$ cat config.mk
export PLATFORM = sky130hd
export DESIGN_NAME = joystick_sampler
export DESIGN_NICKNAME = d
export VERILOG_FILES = /design/src/rtl/joy_pkg.sv /design/src/rtl/joy_axis_filter.sv /design/src/rtl/joystick_sampler.sv
export SDC_FILE = /design/constraint.sdc
export NUM_CORES = 1
export LEC_CHECK = 0
export BUFFER_PORTS_ARGS = -buffer_cell sky130_fd_sc_hd__clkbuf_2
export CORE_UTILIZATION = 33
export DETAILED_ROUTE_END_ITERATION = 16
export SLEW_MARGIN = 20
export SYNTH_ARGS = -nofsm -noshare
export SYNTH_HDL_FRONTEND = slang
export SYNTH_SLANG_ARGS = --single-unit
export TNS_END_PERCENT = 100
$ cat constraint.sdc
create_clock -name clk -period 2.7 [get_ports clk]
set_clock_uncertainty 0.1 [all_clocks]
set_input_delay 0.675 -clock clk [delete_from_list [all_inputs] [get_ports clk]]
set_output_delay 0.675 -clock clk [all_outputs]
set_load 0.05 [all_outputs]
$ cat src/rtl/joy_pkg.sv
// Shared types for the joystick sampler: direction word, ADC channel ids, FSM states.
package joy_pkg;

    typedef struct packed {
        logic fwd;
        logic back;
        logic left;
        logic right;
    } dir_t;

    localparam logic [4:0] JOY_CH_Y = 5'd1;
    localparam logic [4:0] JOY_CH_X = 5'd2;

    typedef enum logic [2:0] {
        IDLE,
        REQ_Y,
        WAIT_Y,
        REQ_X,
        WAIT_X,
        PUBLISH
    } joy_state_e;

    // Clamp a signed threshold computation into the 12-bit ADC range.
    function automatic logic [11:0] sat12(input int v);
        if (v < 0)
            return 12'd0;
        if (v > 4095)
            return 12'd4095;
        return v[11:0];
    endfunction

endpackage

$ cat src/rtl/joy_axis_filter.sv
// One stick axis: sample accumulator, truncating average and hysteresis flags.
// hi_o is fwd/left, lo_o is back/right; hi wins if both would be set.
module joy_axis_filter #(
    parameter int AVG_LOG2 = 2,
    parameter int HYST     = 64
) (
    input  logic        clk,
    input  logic        rst_n,
    input  logic        clr_i,
    input  logic        add_i,
    input  logic        last_i,
    input  logic        tmo_i,
    input  logic        mute_i,
    input  logic [11:0] data_i,
    input  logic [11:0] hi_thr_i,
    input  logic [11:0] lo_thr_i,
    output logic [11:0] avg_o,
    output logic        hi_o,
    output logic        lo_o
);

    localparam int AW = 12 + AVG_LOG2;

    logic [AW-1:0]      acc_q, acc_d;
    logic [11:0]        avg_q, avg_d;
    logic               hi_q, hi_d, lo_q, lo_d;
    logic signed [14:0] a_s, hi_s, lo_s;

    always_comb begin
        acc_d = acc_q + AW'(data_i);
        avg_d = acc_d[AW-1:AVG_LOG2];
        a_s   = $signed({3'b000, avg_d});
        hi_s  = $signed({3'b000, hi_thr_i});
        lo_s  = $signed({3'b000, lo_thr_i});
        // An asserted flag only drops once the average is HYST back inside its threshold.
        hi_d  = hi_q ? !(a_s < hi_s - 15'(HYST)) : (a_s > hi_s);
        lo_d  = lo_q ? !(a_s > lo_s + 15'(HYST)) : (a_s < lo_s);
        if (hi_d && lo_d)
            lo_d = 1'b0;
        if (mute_i) begin
            hi_d = 1'b0;
            lo_d = 1'b0;
        end
    end

    always_ff @(posedge clk or negedge rst_n) begin
        if (!rst_n) begin
            acc_q <= '0;
            avg_q <= '0;
            hi_q  <= 1'b0;
            lo_q  <= 1'b0;
        end else if (clr_i) begin
            acc_q <= '0;
        end else if (add_i) begin
            if (last_i) begin
                acc_q <= '0;
                avg_q <= avg_d;
                hi_q  <= hi_d;
                lo_q  <= lo_d;
            end else begin
                acc_q <= acc_d;
            end
        end else if (tmo_i) begin
            acc_q <= '0;
            hi_q  <= 1'b0;
            lo_q  <= 1'b0;
        end
    end

    assign avg_o = avg_q;
    assign hi_o  = hi_q;
    assign lo_o  = lo_q;

endmodule

$ cat src/rtl/joystick_sampler.sv
// Frame-aligned joystick sampler: drives the ADC command/response stream, averages Y/X and
// publishes a direction word over valid/ready. JOY_CENTER_CAL_EN enables center calibration.
module joystick_sampler
    import joy_pkg::*;
#(
    parameter int AVG_LOG2  = 2,
    parameter int HI_THRESH = 2000,
    parameter int LO_THRESH = 700,
    parameter int HYST      = 64,
    parameter int TIMEOUT   = 4096
) (
    input  logic        clk,
    input  logic        reset_n,
    input  logic        new_frame,
    output logic        cmd_valid,
    output logic [4:0]  cmd_channel,
    input  logic        cmd_ready,
    input  logic        rsp_valid,
    input  logic [4:0]  rsp_channel,
    input  logic [11:0] rsp_data,
    output logic        dir_valid,
    input  logic        dir_ready,
    output logic        move_fwd,
    output logic        move_back,
    output logic        turn_left,
    output logic        turn_right,
    output logic [11:0] avg_y,
    output logic [11:0] avg_x,
    output logic        adc_timeout,
    output logic        frame_overrun
);

    localparam int TW = $clog2(TIMEOUT + 1);

    joy_state_e           state_q;
    logic                 pending_q, cmd_valid_q, dir_valid_q, adc_to_q, ovr_q;
    logic [4:0]           cmd_ch_q;
    logic [AVG_LOG2-1:0]  cnt_q;
    logic [TW-1:0]        tmo_q;

    logic start, last, expire, y_hit, x_hit, y_tmo, x_tmo;
    logic mute;
    logic [11:0] hi_y, lo_y, hi_x, lo_x;
    dir_t dir_w;

    always_comb begin
        start  = (state_q == IDLE) && (new_frame || pending_q);
        last   = &cnt_q;
        expire = (tmo_q == TW'(TIMEOUT - 1));
        y_hit  = (state_q == WAIT_Y) && rsp_valid && (rsp_channel == JOY_CH_Y);
        x_hit  = (state_q == WAIT_X) && rsp_valid && (rsp_channel == JOY_CH_X);
        y_tmo  = (state_q == WAIT_Y) && !y_hit && expire;
        x_tmo  = (state_q == WAIT_X) && !x_hit && expire;
    end

    always_ff @(posedge clk or negedge reset_n) begin
        if (!reset_n) begin
            state_q     <= IDLE;
            pending_q   <= 1'b0;
            cmd_valid_q <= 1'b0;
            cmd_ch_q    <= '0;
            dir_valid_q <= 1'b0;
            adc_to_q    <= 1'b0;
            ovr_q       <= 1'b0;
            cnt_q       <= '0;
            tmo_q       <= '0;
        end else begin
            if (new_frame && state_q != IDLE) begin
                pending_q <= 1'b1;
                ovr_q     <= 1'b1;
            end
            case (state_q)
                IDLE: if (start) begin
                    pending_q   <= 1'b0;
                    cnt_q       <= '0;
                    cmd_valid_q <= 1'b1;
                    cmd_ch_q    <= JOY_CH_Y;
                    state_q     <= REQ_Y;
                end
                REQ_Y: if (cmd_ready) begin
                    cmd_valid_q <= 1'b0;
                    tmo_q       <= '0;
                    state_q     <= WAIT_Y;
                end
                WAIT_Y: begin
                    if ((y_hit && last) || y_tmo) begin
                        if (y_tmo)
                            adc_to_q <= 1'b1;
                        cnt_q       <= '0;
                        cmd_valid_q <= 1'b1;
                        cmd_ch_q    <= JOY_CH_X;
                        state_q     <= REQ_X;
                    end else if (y_hit) begin
                        cnt_q       <= cnt_q + 1'b1;
                        cmd_valid_q <= 1'b1;
                        state_q     <= REQ_Y;
                    end else begin
                        tmo_q <= tmo_q + 1'b1;
                    end
                end
                REQ_X: if (cmd_ready) begin
                    cmd_valid_q <= 1'b0;
                    tmo_q       <= '0;
                    state_q     <= WAIT_X;
                end
                WAIT_X: begin
                    if ((x_hit && last) || x_tmo) begin
                        if (x_tmo)
                            adc_to_q <= 1'b1;
                        dir_valid_q <= 1'b1;
                        state_q     <= PUBLISH;
                    end else if (x_hit) begin
                        cnt_q       <= cnt_q + 1'b1;
                        cmd_valid_q <= 1'b1;
                        state_q     <= REQ_X;
                    end else begin
                        tmo_q <= tmo_q + 1'b1;
                    end
                end
                PUBLISH: if (dir_ready) begin
                    dir_valid_q <= 1'b0;
                    state_q     <= IDLE;
                end
                default: state_q <= IDLE;
            endcase
        end
    end

`ifdef JOY_CENTER_CAL_EN
    logic        cal_done_q;
    logic [11:0] ctr_y_q, ctr_x_q;

    // The first published frame after reset captures the resting stick position.
    always_ff @(posedge clk or negedge reset_n) begin
        if (!reset_n) begin
            cal_done_q <= 1'b0;
            ctr_y_q    <= '0;
            ctr_x_q    <= '0;
        end else if (state_q == PUBLISH && dir_ready && !cal_done_q) begin
            cal_done_q <= 1'b1;
            ctr_y_q    <= avg_y;
            ctr_x_q    <= avg_x;
        end
    end

    assign mute = !cal_done_q;
    assign hi_y = sat12(int'(ctr_y_q) + HI_THRESH - 2048);
    assign lo_y = sat12(int'(ctr_y_q) - (2048 - LO_THRESH));
    assign hi_x = sat12(int'(ctr_x_q) + HI_THRESH - 2048);
    assign lo_x = sat12(int'(ctr_x_q) - (2048 - LO_THRESH));
`else
    assign mute = 1'b0;
    assign hi_y = 12'(HI_THRESH);
    assign lo_y = 12'(LO_THRESH);
    assign hi_x = 12'(HI_THRESH);
    assign lo_x = 12'(LO_THRESH);
`endif

    joy_axis_filter #(.AVG_LOG2(AVG_LOG2), .HYST(HYST)) u_y (
        .clk      (clk),
        .rst_n    (reset_n),
        .clr_i    (start),
        .add_i    (y_hit),
        .last_i   (last),
        .tmo_i    (y_tmo),
        .mute_i   (mute),
        .data_i   (rsp_data),
        .hi_thr_i (hi_y),
        .lo_thr_i (lo_y),
        .avg_o    (avg_y),
        .hi_o     (dir_w.fwd),
        .lo_o     (dir_w.back)
    );

    joy_axis_filter #(.AVG_LOG2(AVG_LOG2), .HYST(HYST)) u_x (
        .clk      (clk),
        .rst_n    (reset_n),
        .clr_i    (start),
        .add_i    (x_hit),
        .last_i   (last),
        .tmo_i    (x_tmo),
        .mute_i   (mute),
        .data_i   (rsp_data),
        .hi_thr_i (hi_x),
        .lo_thr_i (lo_x),
        .avg_o    (avg_x),
        .hi_o     (dir_w.left),
        .lo_o     (dir_w.right)
    );

    assign cmd_valid     = cmd_valid_q;
    assign cmd_channel   = cmd_ch_q;
    assign dir_valid     = dir_valid_q;
    assign move_fwd      = dir_w.fwd;
    assign move_back     = dir_w.back;
    assign turn_left     = dir_w.left;
    assign turn_right    = dir_w.right;
    assign adc_timeout   = adc_to_q;
    assign frame_overrun = ovr_q;

endmodule

==> metrics.md <==
| Metric | Value |
|---|---|
| Status | finished, final reports clean |
| P_leak | 0.00335 uW |
| GRT Total Usage | 17.8% |
| CP max FO | 3 |
| Asr flop ratio synth | 100% |
| DR DRC count | 0 |
| Vias in the first global route | 4508 |
| Avg WL per Cell | 15.3 um |
| Sinks on Clock Net | 81 |
| Initial DRC Count | 175 |
| Layout cells sized above 1 | 34.2% |
| Post-route cell area | 0.00675 mm^2 |
| Grt ovf | 0 |
| CP max-delay cell | or4_4 |
| R2R Setup Slk | 0.04 ns |
| Largest net degree at the start of global routing | 43 |
| Endpoint class of the critical path | flip-flop |
| Cell Area, Placed | 0.00625 mm^2 |
| Max_cap viols | 0 |
| Pwr dens | 536 mW/mm^2 |
| Post-route ant nets | 0 |
| Initial antenna violation count | 0 |
| Critical-path cell list | buf_6, ha_4, fa_2, a21o_1, a221oi_2, a21oi_2, or4_4, nand3_2, a2111oi_4, a22o_1 |
| Synth Cell Area | 0.00495 mm^2 |
| Ys Warns | 0 |
| Die area | 0.0155 mm^2 |
| Die width | 124 um |
| Final Hold Vio Count | 0 |
| Req. time, crit path | 2.83 ns |
| FP Rows | 44 |
| Critical path class | in -> reg |
| EDFF count, synth | 0 |
| #FFs+latches synth | 81 |
| WL final | 13300 um |
| Gate Count Post-Synth | 526 |
| Die height | 124 um |
| CTS H-Tree Depth | 3 |
| Relative slew slack | 61.4% |
| Num CTS Buffers | 9 |
| Min cycle time layout | 2.68 ns |
| Final setup viols | 0 |
| Bufs and invs on worst path | 1 |
| Placeable Area | 0.0146 mm^2 |
| RSZ-0062 raised after global routing | yes |
| Peak supply drop | 0.280 mV |
| IO Port Bufs | 56 |
| Critical path arrival | 2.81 ns |
| Skew-Pair Late Insertion Delay | 0.34 ns |
| Area Growth Syn to Fin | 36.4% |
| Count of cell types in the netlist | 71 |
| Final period util | 99.2% |
| Number of top-level pins | 60 |
| Final core occ | 46.3% |
| Vias | 4517 |
| Initial Util | 33.9% |
| Deepest clock path buffer count | 2 |
| ANT cells | 0 |
| Via-per-instance ratio | 5.18 |
| CTS tree | done |
| DR pass1 iterations | 4 |
| Gpl congestion | 0.862 |
| Global-route wire length before repair | 22400 um |
| Final setup TNS | 0 ns |
| Root buf cell | clkbuf_16 |
| Worst-margin pin slew | 0.573 ns |
| CP max stage delay | 0.44 ns |
| HP Class | in -> async |
| Syn_area_per_cell | 9.41 um^2 |
| Largest delay share family, worst path | compound AO/OA/AOI/OAI gates |
| Max-slew violations | 0 |
| Sequential area share after synthesis | 41.0% |
| Main synth FF type | dfrtp_1 |
| Total power | 3620 uW |
| Crit path launch type | primary input |
| DPL Wire Length | 10200 um |
| Fmax | 0.373 GHz |
| Layout Nets | 735 |
| Reg clk slew, reported paths | 0.06 ns |
-- final cells by class --
type,instances,area [um^2]
clock buffer,9,225
multi-input combinational,410,3000
timing repair buffer,164,1140
tap,184,230
inverter,18,67.6
fill,1353,7840
sequential,81,2030
clock inverter,6,68.8
-- sequential cells by signal, summed over array words and instances, names as in the netlist --
register       flops
u_x.acc_q         14
u_y.acc_q         14
tmo_q             13
u_x.avg_o         12
u_y.avg_o         12
state_q            3
cmd_channel        2
cnt_q              2
adc_timeout        1
cmd_valid          1
dir_valid          1
frame_overrun      1
pending_q          1
u_x.hi_o           1
u_x.lo_o           1
u_y.hi_o           1
u_y.lo_o           1
-- through the flow --
stage                     instances  setup WS (ns)  hold slack [ns]
after floorplan                 528         -0.228            0.279
after global placement          849         -0.413            0.351
after detailed placement        849         -0.526            0.349
after CTS                       865        -0.0105            0.231
after global routing            872        -0.0688            0.258
final                           872         0.0217            0.215
-- repair_timing --
| item | 4_1_cts | 5_1_grt |
|---|---|---|
| hold buffers | 0 | 0 |
| gates cloned | 0 | 0 |
| setup endpoints to repair | 4 | 14 |
| resized for setup | 6 | 29 |
| setup buffers | 1 | 7 |
| pin swaps | 7 | 18 |
-- per-layer routing --
metal / GRT usage, % / vias up / share of wire [%]
li1: - / 2243 / -
met1: 24.1 / 2172 / 47
met2: 28.1 / 87 / 47
met3: 3.09 / 15 / 4.4
met4: 7.09 / 0 / 1.7
met5: 0 / - / 0
-- logic make-up (layout without fill, tap and decap cells) --
group                    Yosys count  count (layout)  synth area share [%]
other                              1               3                0.0758
XOR/XNOR                          31              31                  5.49
AND/OR/NAND/NOR                  176             176                  17.5
adder cells (fa/ha/maj)           28              28                  7.38
multiplexers                      11              11                  2.45
buffers and inverters             37             197                  3.31
flip-flops                        81              81                  41.0
AO/OA/AOI/OAI                    161             161                  22.8
-- cells in the final DEF, fill, tap and decap left out, types with 6 or more instances in the layout --
| cell | count |
|---|---|
| a21o_1 | 11 |
| a21oi_1 | 29 |
| a22o_1 | 25 |
| and3_1 | 7 |
| buf_4 | 105 |
| clkbuf_16 | 9 |
| clkbuf_2 | 53 |
| dfrtp_1 | 81 |
| ha_1 | 21 |
| inv_1 | 18 |
| mux2_2 | 8 |
| nand2_1 | 60 |
| nand3_1 | 14 |
| nor2_1 | 39 |
| nor3_1 | 6 |
| o21ai_0 | 31 |
| xnor2_1 | 10 |
| xor2_1 | 15 |
-- where the power goes --
part	switching (uW)	internal, uW
clock	516	716
sequential	111	1280
combinational	583	410
total	1210	2410
-- cells in the mapped netlist, types with 3 or more instances --
cell / n / area share, %
a211oi_1: 7 / 1.1
a21o_1: 11 / 1.7
a21oi_1: 32 / 3.2
a22o_1: 25 / 4.4
and2_1: 3 / 0.38
and3_1: 7 / 0.88
and4_1: 3 / 0.53
buf_2: 5 / 0.51
buf_4: 3 / 0.45
clkbuf_1: 9 / 0.68
dfrtp_1: 81 / 41
ha_1: 26 / 6.6
inv_1: 18 / 1.4
mux2_2: 8 / 1.8
nand2_1: 60 / 4.6
nand2b_1: 3 / 0.38
nand3_1: 16 / 1.6
nand4_1: 5 / 0.63
nor2_1: 40 / 3.0
nor2b_1: 4 / 0.51
nor3_1: 7 / 0.71
nor4_1: 5 / 0.63
o211ai_1: 5 / 0.76
o21a_1: 5 / 0.76
o21ai_0: 35 / 3.5
o21bai_1: 4 / 0.61
o31ai_1: 5 / 0.76
or2_2: 3 / 0.38
or3_1: 3 / 0.38
or4_1: 4 / 0.61
xnor2_1: 13 / 2.3
xor2_1: 18 / 3.2
-- final timing paths --
kind,startpoint,endpoint,cells past startpoint
min in group clk,adc_timeout,adc_timeout,1
setup reg to reg,u_y.acc_q[0],u_y.lo_o,9
setup / recovery,rsp_data[0],u_y.lo_o,10
max in group asynchronous,reset_n,u_y.acc_q[4],2
hold reg to reg,adc_timeout,adc_timeout,1
hold / removal,reset_n,tmo_q[9],1
Power figures use the tool's default switching activity.
